**src/rtl/fft_seq_ctrl_if.sv**
```systemverilog
// Handshake and status bundle between the input sample source and the FFT
// frame sequencer. The source side (master) offers beats and flush requests;
// the sequencer side (slave) returns ready, stage counts and output framing.
interface fft_seq_ctrl_if #(
  parameter int unsigned CNT_W   = 5,
  parameter int unsigned NUM_STG = 3
);
  logic                     din_valid;
  logic                     flush;
  logic                     in_ready;
  logic [CNT_W-1:0]         cnt_ctrl;
  logic [NUM_STG*CNT_W-1:0] cnt_stg;
  logic                     dout_valid;
  logic                     frame_sop;
  logic                     frame_eop;
  logic [15:0]              frame_cnt;
  logic                     busy;
  logic                     done;
  logic                     err_timeout;

  modport master (
    output din_valid, flush,
    input  in_ready, cnt_ctrl, cnt_stg, dout_valid, frame_sop, frame_eop,
           frame_cnt, busy, done, err_timeout
  );

  modport slave (
    input  din_valid, flush,
    output in_ready, cnt_ctrl, cnt_stg, dout_valid, frame_sop, frame_eop,
           frame_cnt, busy, done, err_timeout
  );
endinterface

```
**src/rtl/fft_seq_ctrl.sv**
```systemverilog
// Frame-level sequencer for the streaming FFT datapath.
// Counts accepted input beats for stage 0, replays the accept strobe down a
// delay line to drive per-stage counts, frames the last-stage output with
// SOP/EOP, counts completed frames and recovers from gaps or flush requests.
module fft_seq_ctrl #(
  parameter int unsigned CNT_W     = 5,
  parameter int unsigned NUM_STG   = 3,
  parameter int unsigned STAGE_LAT = 2,
  parameter int unsigned TIMEOUT   = 64
) (
  input  logic          clk,
  input  logic          rst,
  fft_seq_ctrl_if.slave bus
);

  localparam int unsigned DLY = NUM_STG * STAGE_LAT;

  typedef enum logic [1:0] {
    IDLE,
    RUN,
    DRAIN,
    FLUSH
  } state_t;

  state_t                        state;
  logic [CNT_W-1:0]              cnt_ctrl_q;
  logic [NUM_STG-1:0][CNT_W-1:0] stg_q;
  logic [NUM_STG-1:0][CNT_W-1:0] stg_nxt;
  logic [NUM_STG-1:0]            stg_hit;
  logic [DLY-1:0]                dly_q;
  logic [7:0]                    idle_q;
  logic                          sop_q;
  logic                          eop_q;
  logic                          done_q;
  logic                          err_q;
  logic [15:0]                   frame_cnt_q;
  logic                          accept;
  logic                          timeout_hit;
  logic                          go_flush;

  // Beats are refused only during the single FLUSH cycle.
  assign accept      = bus.din_valid & (state != FLUSH);
  // The idle counter holds the gap length before this cycle, so a further
  // non-accept here makes the gap reach TIMEOUT.
  assign timeout_hit = (state == RUN) & ~accept & (idle_q == 8'(TIMEOUT - 1));
  assign go_flush    = bus.flush | timeout_hit;

  // Stage k sees the accept strobe (k+1)*STAGE_LAT cycles late; its next
  // count is precomputed so the last stage can frame SOP/EOP one cycle early
  // and still present them as registered outputs aligned with dout_valid.
  for (genvar k = 0; k < NUM_STG; k++) begin : g_stage
    assign stg_hit[k] = dly_q[(k + 1) * STAGE_LAT - 1];
    assign stg_nxt[k] = stg_hit[k] ? stg_q[k] + CNT_W'(1) : stg_q[k];
  end

  // Datapath: stage-0 count, accept delay line, stage counts, framing and
  // the frame counter (the latter survives flush/timeout clears).
  always_ff @(posedge clk or posedge rst) begin
    if (rst) begin
      cnt_ctrl_q  <= '0;
      stg_q       <= '0;
      dly_q       <= '0;
      sop_q       <= 1'b0;
      eop_q       <= 1'b0;
      frame_cnt_q <= '0;
    end else begin
      if (eop_q) begin
        frame_cnt_q <= frame_cnt_q + 16'd1;
      end
      if (go_flush) begin
        cnt_ctrl_q <= '0;
        stg_q      <= '0;
        dly_q      <= '0;
        sop_q      <= 1'b0;
        eop_q      <= 1'b0;
      end else begin
        if (accept) begin
          cnt_ctrl_q <= cnt_ctrl_q + CNT_W'(1);
        end
        stg_q <= stg_nxt;
        dly_q <= {dly_q[DLY-2:0], accept};
        sop_q <= dly_q[DLY-2] & (stg_nxt[NUM_STG-1] == '0);
        eop_q <= dly_q[DLY-2] & (stg_nxt[NUM_STG-1] == '1);
      end
    end
  end

  // Frame FSM with idle-gap counter and registered done/err_timeout pulses;
  // flush outranks timeout, which outranks normal accept handling.
  always_ff @(posedge clk or posedge rst) begin
    if (rst) begin
      state  <= IDLE;
      idle_q <= '0;
      done_q <= 1'b0;
      err_q  <= 1'b0;
    end else begin
      done_q <= 1'b0;
      err_q  <= 1'b0;
      if (bus.flush) begin
        state  <= FLUSH;
        idle_q <= '0;
      end else if (timeout_hit) begin
        state  <= FLUSH;
        idle_q <= '0;
        err_q  <= 1'b1;
      end else begin
        case (state)
          IDLE: begin
            idle_q <= '0;
            if (accept) begin
              state <= RUN;
            end
          end
          RUN: begin
            if (accept) begin
              idle_q <= '0;
              if (cnt_ctrl_q == '1) begin
                state <= DRAIN;
              end
            end else begin
              idle_q <= idle_q + 8'd1;
            end
          end
          DRAIN: begin
            idle_q <= '0;
            if (accept) begin
              state <= RUN;
            end else if (dly_q == '0) begin
              state  <= IDLE;
              done_q <= 1'b1;
            end
          end
          FLUSH: begin
            idle_q <= '0;
            state  <= IDLE;
          end
          default: begin
            idle_q <= '0;
            state  <= IDLE;
          end
        endcase
      end
    end
  end

  assign bus.in_ready    = (state != FLUSH);
  assign bus.busy        = (state != IDLE);
  assign bus.cnt_ctrl    = cnt_ctrl_q;
  assign bus.cnt_stg     = stg_q;
  assign bus.dout_valid  = dly_q[DLY-1];
  assign bus.frame_sop   = sop_q;
  assign bus.frame_eop   = eop_q;
  assign bus.frame_cnt   = frame_cnt_q;
  assign bus.done        = done_q;
  assign bus.err_timeout = err_q;

endmodule

```
**src/flat_wrapper.sv**
```systemverilog
// flat-port wrapper written by rule: the top's interface ports become plain ports
module fft_seq_ctrl_flat 
#(
  parameter int unsigned CNT_W     = 5,
  parameter int unsigned NUM_STG   = 3,
  parameter int unsigned STAGE_LAT = 2,
  parameter int unsigned TIMEOUT   = 64
)
  (clk, rst, bus_din_valid, bus_flush, bus_in_ready, bus_cnt_ctrl, bus_cnt_stg, bus_dout_valid, bus_frame_sop, bus_frame_eop, bus_frame_cnt, bus_busy, bus_done, bus_err_timeout);
  fft_seq_ctrl_if #(.CNT_W(CNT_W), .NUM_STG(NUM_STG)) bus_i ();
  input  logic clk;
  input  logic rst;
  input wire logic [$bits(bus_i.din_valid)-1:0] bus_din_valid;
  input wire logic [$bits(bus_i.flush)-1:0] bus_flush;
  output wire logic [$bits(bus_i.in_ready)-1:0] bus_in_ready;
  output wire logic [$bits(bus_i.cnt_ctrl)-1:0] bus_cnt_ctrl;
  output wire logic [$bits(bus_i.cnt_stg)-1:0] bus_cnt_stg;
  output wire logic [$bits(bus_i.dout_valid)-1:0] bus_dout_valid;
  output wire logic [$bits(bus_i.frame_sop)-1:0] bus_frame_sop;
  output wire logic [$bits(bus_i.frame_eop)-1:0] bus_frame_eop;
  output wire logic [$bits(bus_i.frame_cnt)-1:0] bus_frame_cnt;
  output wire logic [$bits(bus_i.busy)-1:0] bus_busy;
  output wire logic [$bits(bus_i.done)-1:0] bus_done;
  output wire logic [$bits(bus_i.err_timeout)-1:0] bus_err_timeout;
  assign bus_i.din_valid = bus_din_valid;
  assign bus_i.flush = bus_flush;
  assign bus_in_ready = bus_i.in_ready;
  assign bus_cnt_ctrl = bus_i.cnt_ctrl;
  assign bus_cnt_stg = bus_i.cnt_stg;
  assign bus_dout_valid = bus_i.dout_valid;
  assign bus_frame_sop = bus_i.frame_sop;
  assign bus_frame_eop = bus_i.frame_eop;
  assign bus_frame_cnt = bus_i.frame_cnt;
  assign bus_busy = bus_i.busy;
  assign bus_done = bus_i.done;
  assign bus_err_timeout = bus_i.err_timeout;
  fft_seq_ctrl #(.CNT_W(CNT_W), .NUM_STG(NUM_STG), .STAGE_LAT(STAGE_LAT), .TIMEOUT(TIMEOUT)) u_core (.clk(clk), .rst(rst), .bus(bus_i));
endmodule
```
**config.mk**
```make
export PLATFORM = sky130hd
export DESIGN_NAME = fft_seq_ctrl_flat
export DESIGN_NICKNAME = d
export VERILOG_FILES = /design/src/rtl/fft_seq_ctrl_if.sv /design/src/rtl/fft_seq_ctrl.sv /design/src/flat_wrapper.sv
export SDC_FILE = /design/constraint.sdc
export NUM_CORES = 1
export LEC_CHECK = 0
export CORE_ASPECT_RATIO = 0.75
export CORE_UTILIZATION = 35
export CTS_CLUSTER_DIAMETER = 30
export DETAILED_ROUTE_END_ITERATION = 10
export GPL_TIMING_DRIVEN = 0
export PLACE_DENSITY_LB_ADDON = 0.15
export SETUP_SLACK_MARGIN = 0.2
export SLEW_MARGIN = 25
export SYNTH_ARGS = -nofsm -noshare
export SYNTH_HDL_FRONTEND = slang
export SYNTH_SLANG_ARGS = --single-unit
```
**constraint.sdc**
```tcl
create_clock -name clk -period 2.35 [get_ports clk]
set_clock_uncertainty 0.1 [all_clocks]
set_input_delay 0.235 -clock clk [delete_from_list [all_inputs] [get_ports clk]]
set_output_delay 0.235 -clock clk [all_outputs]
set_load 0.02 [all_outputs]
```
==> summary.txt, run 1 <==
Status
  • Outcome: completed

Yosys
  • Post-synth top flop: dfrtp_1
  • Yosys warning count: 0
  • Distinct cells, synth: 37
  • Top cells by count, synth: dfrtp_1, nor2_1, xnor2_1, nand2_1, xor2_1
  • Post-synthesis sequential area ratio: 0.5490
  • Post-synth EDFFs: 0
  • Largest cells by area after synthesis: dfrtp_1, xnor2_1, nor2_1
  • Synth top area share: 0.5490
  • Cells after synthesis: around 240
  • Asr flop ratio synth: 1.000
  • Seq cells post-synth: 56
  • Post-Synthesis Cell Area: about 2600 sq um
  • Syn nets: between 200 and 300
  • Count leader, synth: dfrtp_1
  • Synth area leader: dfrtp_1
  • Mapped Avg Cell Area: 10.59 sq um

Layout
  • Area growth syn-to-layout: 27.65%
  • Area of the multi-input gates: 1061 sq um
  • # nets final: about 310
  • Fill cells: 678
  • Final Non-Filler Cells: 394
  • FF/Latch Area: 1401 sq um
  • Antenna cells: 0
  • Layout cells sized above 1: 0.07770
  • Layout Utilization: 0.4702

Global route
  • Busiest layer in global routing: met1
  • First-pass GRT wire length: 8211 um
  • Met1 usage in global routing: 0.2018
  • Met2 GRT Util: 0.1966
  • Total GRT Usage: 0.1359
  • Grt ovf: 0
  • Initial antenna violation count: 0
  • Largest net degree at the start of global routing: 46
  • Vias in the first global route: 1,731
  • Met3 GRT Util: 0.03137

Worst setup path
  • Max FO, Critical Path: 7
  • Kind of critical path: register to output port
  • Worst path required time: 2.02 ns
  • Crit path DAT: 1.60 ns
  • Crit end category: output port
  • Startpoint types: register

Drt
  • Residual DRC: 0
  • Wirelength per Cell: 12.03 um
  • Vias per Instance: 4.528
  • Total Routed Length: between 4000 and 5000 um
  • Iteration-0 DRC count of the detailed router: 79
  • ANT nets after route: 0
  • Vias post-DR: 1,784
  • DR pass1 iterations: 5

Floorplanning
  • Row count: 26
  • Core area: 6929 sq um
  • Initial core utilization: 0.3684
  • Die width: a little over 100 um
  • Die height: 75.96 um
  • Die area: 7642 sq um
  • Ports: 47

Run
  • Max-cap viol count: 0

CTS
  • Post-CTS setup buffers: 0
  • Reg clk slew, reported paths: 0.10 ns
  • CTS H-Tree Depth: 2
  • Maximum clock insertion buffer count: 2
  • Hold buffers post-CTS: 0
  • Clock root buffer: clkbuf_8
  • Latest clock arrival within the worst-skew pair: 0.31 ns
  • TritonCTS buffer count: 5
  • Post-CTS resize count: 0
  • CTS tree: yes
  • CTS Sinks: between 50 and 60

Power and ir drop
  • Leakage power: 1.421 nW
  • Pwr dens: 503.3 nW/um^2
  • Peak VDD IR: 0.2197 mV

Place
  • Post-DP HPWL: around 3300 um
  • Routability Congestion: approximately 0.7
  • PortBufs: 46
  • Dpl cells: 386
  • Place WS: 0.5731 ns

STA
  • Max-slew violations: 0
  • Fin crit share: 0.8225
  • Worst relative slew slack: 0.7274
  • RSZ-0062 raised after global routing: no
  • Setup TNS: 0 ns
  • WHS: 0.08031 ns
  • Final hold vios: 0
  • Final worst slack: roughly 0.42 ns
  • Finish-stage setup viols: 0
  • Fin crit period: roughly 1.9 ns
  • Peak Freq: 517.4 MHz
  • Least-Margin Pin Slew: 0.4038 ns

Worst hold path
  • Min-delay worst type: primary input to asynchronous set/reset pin
==> placed cells by master, fill, tap and decap left out, types with 7 or more instances in the layout <==
cell type,synthesis,layout
clkdlybuf4s50_1,0,46
dfrtp_1,56,56
ha_1,7,7
inv_1,8,7
nand2_1,17,17
nand3_1,10,10
nand4_1,11,11
nor2_1,43,43
xnor2_1,19,19
xor2_1,17,17
==> kinds of logic after synthesis <==
kind of cell	share of synthesized area
fa+ha+maj	0.03431
compound gates	0.03333
simple gates	0.2005
buf+inv	0.03529
mux	0.02402
xor+xnor	0.1235
flops	0.5490
==> power by group <==
part,total (W),internal (W),switching [W]
Clock,0.000543,0.000236,0.000307
Combinational,0.000111,0.0000470,0.0000638
Sequential,0.000986,0.000974,0.0000124
==> worst max-delay path, cell delays in order (launching register included) <==
cell,delay (ns)
dfrtp_1,0.45
or2_2,0.31
clkdlybuf4s50_1,0.53
==> final cells by class <==
cell class	count	area share
Buffer	10	0.01843
Clock buffer	6	0.02535
Clock inverter	2	0.003072
Inverter	8	0.009985
Multi-Input combinational cell	167	0.3257
Sequential cell	56	0.4301
Tap cell	98	0.03763
Timing Repair Buffer	47	0.1498
==> layer usage <==
metal / vias up / share of wire
li1: 908 / -
met1: 842 / 0.54
met2: 29 / 0.42
met3: 5 / 0.027
met4: 0 / 0.0089
met5: - / 0
==> flip-flops by register name, indices dropped and copies added (netlist names) <==
name / count
u_core.bus.frame_cnt: 16
u_core.bus.cnt_stg: 15
u_core.idle_q: 8
u_core.dly_q: 6
u_core.bus.cnt_ctrl: 5
u_core.state: 2
u_core.bus.done: 1
u_core.bus.err_timeout: 1
u_core.bus.frame_eop: 1
u_core.bus.frame_sop: 1
==> path summary, 6_finish.rpt <==
check,endpoint,from,slack [ns],cells past startpoint
worst max register to register,u_core.bus.frame_sop,u_core.bus.cnt_stg[11],0.55,5
max in group asynchronous,u_core.bus.cnt_stg[14],rst,1.60,3
worst max-delay path,bus_busy,u_core.state[1],0.42,2
worst min-delay path,u_core.bus.cnt_stg[3],rst,0.08,2
min in group clk,u_core.bus.frame_cnt[15],u_core.bus.frame_cnt[15],0.38,1
worst min register to register,u_core.bus.frame_cnt[15],u_core.bus.frame_cnt[15],0.38,1
==> per-stage QoR <==
stage	power, W	instance area [sq um]
after global placement	0.001112	3136
after global routing	0.001721	3258
after floorplan	0.001071	2552
after detailed placement	0.001120	3166
after CTS	0.001676	3258
final	0.001640	3258
Power figures use the tool's default switching activity.
==> run 2, diff against run 1 <==
==> constraint.sdc (replaced) <==
create_clock -name clk -period 1.7 [get_ports clk]
set_clock_uncertainty 0.1 [all_clocks]
set_input_delay 0.17 -clock clk [delete_from_list [all_inputs] [get_ports clk]]
set_output_delay 0.17 -clock clk [all_outputs]
set_load 0.02 [all_outputs]
==> run 2 against run 1 <==
Compared with the run above:
- die area stayed put
- final area increased by 19%
- critical path type is now register to register
- highest routed layer unchanged
- final cell count rose by 7.6%
==> summary.txt, run 2 (synthesis results as in run 1) <==
STA
  • Least-Margin Pin Slew: 0.3995 ns (-0.004296 ns)
  • Final hold vios: 0 (unchanged)
  • WHS: 0.05841 ns (-0.02190 ns)
  • Fin crit share: 0.9890
  • Peak Freq: 594.8 MHz
  • Fin crit period: 1.681 ns
  • Finish-stage setup viols: 0 (unchanged)
  • Worst relative slew slack: 0.7336 (+0.006281)
  • Max-slew violations: 0 (unchanged)
  • RSZ-0062 raised after global routing: yes
  • Final worst slack: 0.01874 ns (-0.3985 ns)

Place
  • Dpl cells: 387 (+0.26%)
  • Post-DP HPWL: 3541 um (+7.9%)
  • PortBufs: 46 (unchanged)
  • Routability Congestion: 0.7664 (+9.5%)
  • Place WS: -0.01756 ns (-0.5907 ns)

Worst hold path
  • Min-delay worst type: primary input to asynchronous set/reset pin

Worst setup path
  • Crit end category: register
  • Kind of critical path: register to register
  • Crit path DAT: 1.79 ns (+0.19 ns)
  • Startpoint types: register
  • Worst path required time: 1.80 ns (-0.22 ns)
  • Max FO, Critical Path: 6 (-1)
  • Worst reg2reg startpoint: u_core.idle_q[0]
  • Critical Path Source: u_core.idle_q[0]

Layout
  • Layout Utilization: 0.5589 (+0.08866)
  • Most common cell after layout, fill and taps aside: dfrtp_1
  • # nets final: 336 (+9.8%)
  • Layout cells sized above 1: 0.3497 (+0.2720)
  • Final Non-Filler Cells: 424 (+7.6%)
  • Antenna cells: 0 (unchanged)
  • Area growth syn-to-layout: 51.72%
  • Fill cells: 626 (-7.7%)
  • Most frequent cells in the layout: dfrtp_1, dlygate4sd2_1, buf_4
  • Max reg flops: 16 (unchanged)

Drt
  • DR pass1 iterations: 4 (-1)
  • Residual DRC: 0 (unchanged)
  • Vias post-DR: 1,932 (+8.3%)
  • Iteration-0 DRC count of the detailed router: 44 (-44%)
  • Wirelength per Cell: 13.17 um (+9.4%)
  • ANT nets after route: 0 (unchanged)
  • Vias per Instance: 4.557 (+0.63%)
  • Total Routed Length: 5584 um (+18%)

Run
  • Max-cap viol count: 0 (unchanged)

Global route
  • Initial antenna violation count: 0 (unchanged)
  • Total GRT Usage: 0.1550 (+0.01906)
  • Grt ovf: 0 (unchanged)
  • Vias in the first global route: 1,889 (+9.1%)
  • First-pass GRT wire length: 9239 um (+13%)
  • Largest net degree at the start of global routing: 25 (-46%)

Floorplanning
  • Core area: 6929 sq um (unchanged)
  • Die width: 100.6 um (unchanged)
  • Initial core utilization: 0.3684 (unchanged)
  • Row count: 26 (unchanged)
  • Ports: 47 (unchanged)
  • Die area: 7642 sq um (unchanged)
  • Die height: 75.96 um (unchanged)

Power and ir drop
  • Total Power: 0.002399 W (+46%)
  • Peak VDD IR: 0.3940 mV (+79%)
  • Pwr dens: 619.6 nW/um^2 (+23%)
  • Leakage power: 1.785 nW (+26%)

Status
  • Outcome: completed

CTS
  • Clock root buffer: clkbuf_8
  • CTS tree: yes
  • TritonCTS buffer count: 5 (unchanged)
  • Latest clock arrival within the worst-skew pair: 0.31 ns (about the same)
  • Reg clk slew, reported paths: 0.11 ns (about the same)
  • CTS Sinks: 56 (unchanged)
  • Maximum clock insertion buffer count: 2 (unchanged)
  • CTS H-Tree Depth: 2 (unchanged)
  • Hold buffers post-CTS: 0 (unchanged)
-- run 2: changes by cell type in the layout (fill, tap and decap cells not counted), moves of 4 or more --
cell and delta:
clkdlybuf4s50_1 -43, dlygate4sd2_1 +38, nor2_1 -32, buf_4 +21, nor2_4 +21, nor2_2 +11, dfrtp_1 -9, dfrtp_2 +9
buf_6 +6, ha_1 -5, buf_12 +4
-- run 2: worst paths after layout --
check	to	slack, ns	depth (start not counted)
max	u_core.state[1]	0.02	7
min	u_core.bus.frame_sop	0.06	2
max reg2reg	u_core.state[1]	0.02	7
min reg2reg	u_core.bus.frame_cnt[15]	0.37	1
max in group asynchronous	u_core.bus.cnt_stg[11]	0.83	4
min in group clk	u_core.bus.frame_cnt[15]	0.37	1
-- run 2: worst max-delay path, stage by stage (launching register included) --
cell	delay, ns
dfrtp_1	0.40
ha_2	0.21
nand2_4	0.07
nor4_4	0.04
a21o_1	0.19
buf_6	0.14
buf_4	0.13
a311o_1	0.30
-- run 2: layout make-up --
class | count | area [sq um] | area share
sequential | 56 | 1413 | 0.3648
clock buffer | 6 | 82.58 | 0.02132
multi-input combinational | 167 | 1364 | 0.3522
tap | 98 | 122.6 | 0.03166
timing repair buffer | 77 | 749.5 | 0.1935
inverter | 8 | 33.78 | 0.008724
clock inverter | 2 | 15.01 | 0.003877
buffer | 10 | 92.59 | 0.02391
-- run 2: what timing repair did --
item | 4_1_cts | 5_1_grt
gates resized for setup | 78 | 59
endpoints found under the setup margin | 84 | 49
gates cloned | 2 | 0
hold endpoints to repair | 0 | 0
buffers inserted | 17 | 10
pin swaps | 14 | 20
-- run 2: stage by stage --
| stage | instance area (sq um) | setup TNS (ns) |
|---|---|---|
| floorplan | 2638 | 0 |
| global placement | 3221 | -0.3412 |
| detailed placement | 3268 | -0.04918 |
| CTS | 3608 | 0 |
| global route | 3872 | -0.4588 |
| finish | 3872 | 0 |
-- run 2: report_power, final --
part	switching [W]	internal, W
clock network	0.000445	0.000331
logic	0.000134	0.000126
registers	0.0000164	0.00135
total	0.000594	0.00180
-- run 2: routing by layer --
| layer | share of wire | up-vias | global-route usage |
|---|---|---|---|
| met2 | 0.47 | 35 | 0.2432 |
| met3 | 0.045 | 5 | 0.03506 |
| met4 | 0.0064 | 0 | 0.03478 |
| met5 | 0 | - | 0 |
| met1 | 0.48 | 922 | 0.2182 |
| li1 | - | 970 | - |
